### config.mk
export PLATFORM = sky130hd
export DESIGN_NAME = mux2_arbiter_16bit
export DESIGN_NICKNAME = d
export VERILOG_FILES = /design/src/rtl/mux2_arbiter_16bit_pkg.sv /design/src/rtl/mux2_16bit.sv /design/src/rtl/mux2_arbiter_16bit.sv
export SDC_FILE = /design/constraint.sdc
export NUM_CORES = 1
export LEC_CHECK = 0
export BUFFER_PORTS_ARGS = -buffer_cell sky130_fd_sc_hd__buf_2
export CORE_UTILIZATION = 25
export DETAILED_ROUTE_END_ITERATION = 6
export GPL_TIMING_DRIVEN = 0
export PLACE_DENSITY = 0.56
export SYNTH_ARGS = -nofsm -noshare
export SYNTH_HDL_FRONTEND = slang
export SYNTH_HIERARCHICAL = 1
export SYNTH_SLANG_ARGS = --single-unit
### constraint.sdc
create_clock -name clk -period 2.75 [get_ports clk]
set_input_delay 0 -clock clk [delete_from_list [all_inputs] [get_ports clk]]
set_output_delay 0 -clock clk [all_outputs]
set_load 0.02 [all_outputs]
### src/rtl/mux2_arbiter_16bit_pkg.sv
// Shared definitions for the mux2_arbiter_16bit block.
// Defines the mux select encodings and the output-buffer FSM state type.
package mux2_arbiter_16bit_pkg;

  localparam logic SEL_A = 1'b0;
  localparam logic SEL_B = 1'b1;

  typedef enum logic {
    ST_EMPTY = 1'b0,
    ST_FULL  = 1'b1
  } state_e;

endpackage

### src/rtl/mux2_16bit.sv
// 16-bit 2:1 data multiplexer.
// Ports: A, B - data inputs; sel - 0 selects A, 1 selects B; X - selected word.
module mux2_16bit (
  input  logic [15:0] A,
  input  logic [15:0] B,
  input  logic        sel,
  output logic [15:0] X
);

  assign X = sel ? B : A;

endmodule

### src/rtl/mux2_arbiter_16bit.sv
// Round-robin arbiter plus one-entry output buffer for the shared 2:1 mux.
// Ports:
//   clk, rst_n            - clock, async active-low reset
//   req_a/A/ack_a         - requester A handshake and data
//   req_b/B/ack_b         - requester B handshake and data
//   X/x_valid/x_ready     - buffered output word with valid/ready handshake
//   sel                   - mux select in use (0 = A, 1 = B)
//   xfer_cnt              - captured-word count, wraps at 2^CNT_W
//
// state    | meaning
// ---------+-------------------------------------------
// ST_EMPTY | no undelivered word in X, x_valid = 0
// ST_FULL  | X holds an undelivered word, x_valid = 1
module mux2_arbiter_16bit
  import mux2_arbiter_16bit_pkg::*;
#(
  parameter int CNT_W   = 8,
  parameter bit A_FIRST = 1'b1
) (
  input  logic             clk,
  input  logic             rst_n,
  input  logic             req_a,
  input  logic [15:0]      A,
  output logic             ack_a,
  input  logic             req_b,
  input  logic [15:0]      B,
  output logic             ack_b,
  output logic [15:0]      X,
  output logic             x_valid,
  input  logic             x_ready,
  output logic             sel,
  output logic [CNT_W-1:0] xfer_cnt
);

  // last_grant resets to the opposite of the side that should win first
  localparam logic LAST_GRANT_RST = A_FIRST ? SEL_B : SEL_A;

  state_e           state_q, state_d;
  logic [15:0]      x_q;
  logic [CNT_W-1:0] cnt_q;
  logic             last_grant_q;
  logic             sel_q;

  logic             any_req;
  logic             grant;
  logic             can_load;
  logic             load;
  logic [15:0]      mux_out;

  assign any_req  = req_a | req_b;
  assign can_load = (state_q == ST_EMPTY) | x_ready;
  // rst_n gates the load so no ack escapes while reset is asserted
  assign load     = can_load & any_req & rst_n;

  always_comb begin
    grant = ~last_grant_q;
    if (req_a && !req_b) begin
      grant = SEL_A;
    end else if (req_b && !req_a) begin
      grant = SEL_B;
    end
  end

  mux2_16bit u_mux (
    .A   (A),
    .B   (B),
    .sel (sel),
    .X   (mux_out)
  );

  // State register
  always_ff @(posedge clk or negedge rst_n) begin
    if (!rst_n) begin
      state_q <= ST_EMPTY;
    end else begin
      state_q <= state_d;
    end
  end

  // Next-state logic
  always_comb begin
    state_d = state_q;
    case (state_q)
      ST_EMPTY: if (any_req)             state_d = ST_FULL;
      ST_FULL:  if (x_ready && !any_req) state_d = ST_EMPTY;
      default:                           state_d = ST_EMPTY;
    endcase
  end

  // Output logic; sel only follows the grant when a capture actually happens
  always_comb begin
    ack_a   = load & (grant == SEL_A);
    ack_b   = load & (grant == SEL_B);
    x_valid = (state_q == ST_FULL);
    sel     = load ? grant : sel_q;
  end

  // Datapath registers
  always_ff @(posedge clk or negedge rst_n) begin
    if (!rst_n) begin
      x_q          <= '0;
      cnt_q        <= '0;
      last_grant_q <= LAST_GRANT_RST;
      sel_q        <= SEL_A;
    end else if (load) begin
      x_q          <= mux_out;
      cnt_q        <= cnt_q + CNT_W'(1);
      last_grant_q <= grant;
      sel_q        <= grant;
    end
  end

  assign X        = x_q;
  assign xfer_cnt = cnt_q;

endmodule

==> results.yml <==
outcome:
  status: "finished clean"
cts:
  clkSlewWorstSetupHoldPaths_ns: 0.09
  root_buffer: "clkbuf_8"
  clk_latency_ns: 0.27
  numCtsBuffers: 3
  cts_tree: "built"
  clkSinkCount: 27
  htree_levels: 1
  cts.repair.resized: 0
  cts.path.max_buffers: 2
routing:
  via_count: 1000
  drtIter0Drc: 38
  avgRoutedWirePerCell_um: 11.9
  wl_mm: 2.88
  vias_per_cell: 4.15
  antenna_left: 0
  dr.pass1.iters: 4
  post-route-drc-count: 0
global_routing:
  grt_pass1_vias: 980
  grt-ovfl-total: 0
  antenna_found_initial: 0
  grt_usage_pct: 10.1
  grt_max_degree: 27
  grt_pass1_wl_mm: 4.70
yosys:
  synth_area_leaders: "dfrtp_1, mux2_4, mux2_2"
  yosysSeqAreaShare_pct: 47.1
  syn_area_um2: 1440
  yosysTopAreaCell: "dfrtp_1"
  synth.distinct_cells: 20
  avgSynthCellArea_um2: 14.5
  synth_top_area_share_pct: 45.3
  syn_inst: 99
  ys.warnings.count: 6
  ys_ff_latch: 27
  synth_nets: 137
worst_hold_path:
  hold_depth: 3
  hold_path.class: "in -> reg"
run:
  maxCapViolCount: 0
place:
  pre_cts_ws_ns: 0.131
  dp.cells: 235
  portBuffers: 64
  dpl.hpwl_mm: 2.11
  place.gp.congestion: 0.681
  placed_cell_area_um2: 1850
floorplan:
  rows: 27
  start_util_pct: 25.9
  core_area_um2: 5540
  dieArea_um2: 6060
  die_y_um: 77.8
  die_w_um: 77.8
  io_pins: 65
sta:
  skew_ns: 0.00425
  finalSetupViolCount: 0
  slew_violations: 0
  fmax_mhz: 415
  holdWs_ns: 0.0236
  finalCriticalPeriod_ns: 2.41
  period_share_pct: 87.6
  hold_viol: 0
  rsz0062_at_grt: "no"
  setup_tns_ns: 0
  relSlewSlack_pct: 77.3
  worst_pin_slew_ns: 0.338
  fin_ws_ns: 0.340
setup_path:
  worstPathArrival_ns: 2.57
  critPathMaxFanout: 10
  start_kind: "flop"
  required_ns: 2.91
  critPathCaptureType: "flop"
  crit_type: "reg -> reg"
  rr_worst_depth: 9
finish:
  diodes: 0
  fillers: 572
  ff_latch_area_um2: 677
  layout-drive-gt1-share_pct: 65.1
  layoutNonFillerInstCount: 241
  nNetsFinal: 208
  syn_to_final_growth_pct: 33.8
  multi_input_area_um2: 684
  final_area_um2: 1920
pwr:
  peakVddDrop_mv: 0.207
  power_leakage_uw: 0.00102
  powerDensity_nw_per_um2: 734
-- repair_timing --
item	CTS	global route
hold buffers	2	0
buffers inserted	0	0
hold endpoints to repair	26	0
-- sequential cells by signal, summed over array words and instances, names as in the netlist --
| register | count |
|---|---|
| X | 16 |
| last_grant_q | 1 |
| sel_q | 1 |
| x_valid | 1 |
| xfer_cnt | 8 |
-- area by class of cell --
class                      instances  area share (%)
timing repair buffer              66            18.2
multi-input combinational         64            35.6
clock buffer                       4            2.34
inverter                           3           0.586
tap                               72            4.68
sequential                        27            35.2
buffer                             5            3.38
-- per-layer routing --
layer | part of all wire (%) | up-vias | track usage, %
met4 | 1.1 | 0 | 3.96
li1 | - | 493 | -
met3 | 6.1 | 4 | 2.47
met1 | 45 | 465 | 13.0
met5 | 0 | - | 0
met2 | 47 | 38 | 16.1
-- critical path, cell delays in order, from the launching register on --
cell	delay [ns]
dfrtp_1	0.39
nor2b_1	0.15
buf_6	0.13
or3_4	0.38
buf_6	0.17
a21bo_2	0.24
buf_6	0.14
buf_12	0.15
mux2_4	0.29
mux2_4	0.26
-- synth_stat cells (all sizes together) --
library cell and count:
dfrtp 26, nor4 4, ha 1, or3 1, nand2 4, inv 3, nor2b 1, mux2 33
nand2b 1, nor3 3, nor2 1, buf 5, o21ai 2, dfstp 1, xor2 6, a21bo 2
nand4 4, xnor2 1
-- report_power, final --
group | internal, uW | switching, uW
clock network | 104 | 120
registers | 508 | 91.7
logic | 299 | 289
-- kinds of logic after synthesis --
family	count (synthesis)	share of synthesized area [%]
flip-flops	27	47.1
AO/OA/AOI/OAI	4	2.09
adder cells (fa/ha/maj)	1	0.870
buffers and inverters	8	5.31
XOR/XNOR	7	4.26
AND/OR/NAND/NOR	19	7.48
multiplexers	33	32.9
-- through the flow --
step,utilization [%],power (uW)
floorplan,-,1010
finish,34.7,1410
global placement,33.4,1190
detailed placement,33.4,1200
CTS,34.7,1430
global route,34.7,1510
-- final timing paths --
check,start,end,slack (ns)
worst max-delay path,x_valid,X[4],0.34
worst min-delay path,x_ready,x_valid,0.02
worst max register to register,x_valid,X[4],0.34
worst min register to register,xfer_cnt[7],xfer_cnt[7],0.48
max in group asynchronous,rst_n,X[9],2.32
min in group asynchronous,rst_n,last_grant_q,0.28
-- cell usage in the layout (no fill, tap or decap) --
cell,n
buf_2,64
a21bo_2,2
nor2_1,1
buf_6,4
nand2_1,4
nand4_1,4
dfstp_2,1
nor3_1,3
buf_12,2
mux2_2,6
dlygate4sd3_1,1
o21ai_0,2
nor4_1,4
clkbuf_8,3
inv_1,3
dfrtp_1,26
ha_1,1
xnor2_1,1
mux2_4,27
nand2b_1,1
nor2b_1,1
clkbuf_1,1
xor2_1,6
or3_4,1
(Power assumes the default switching activity.)
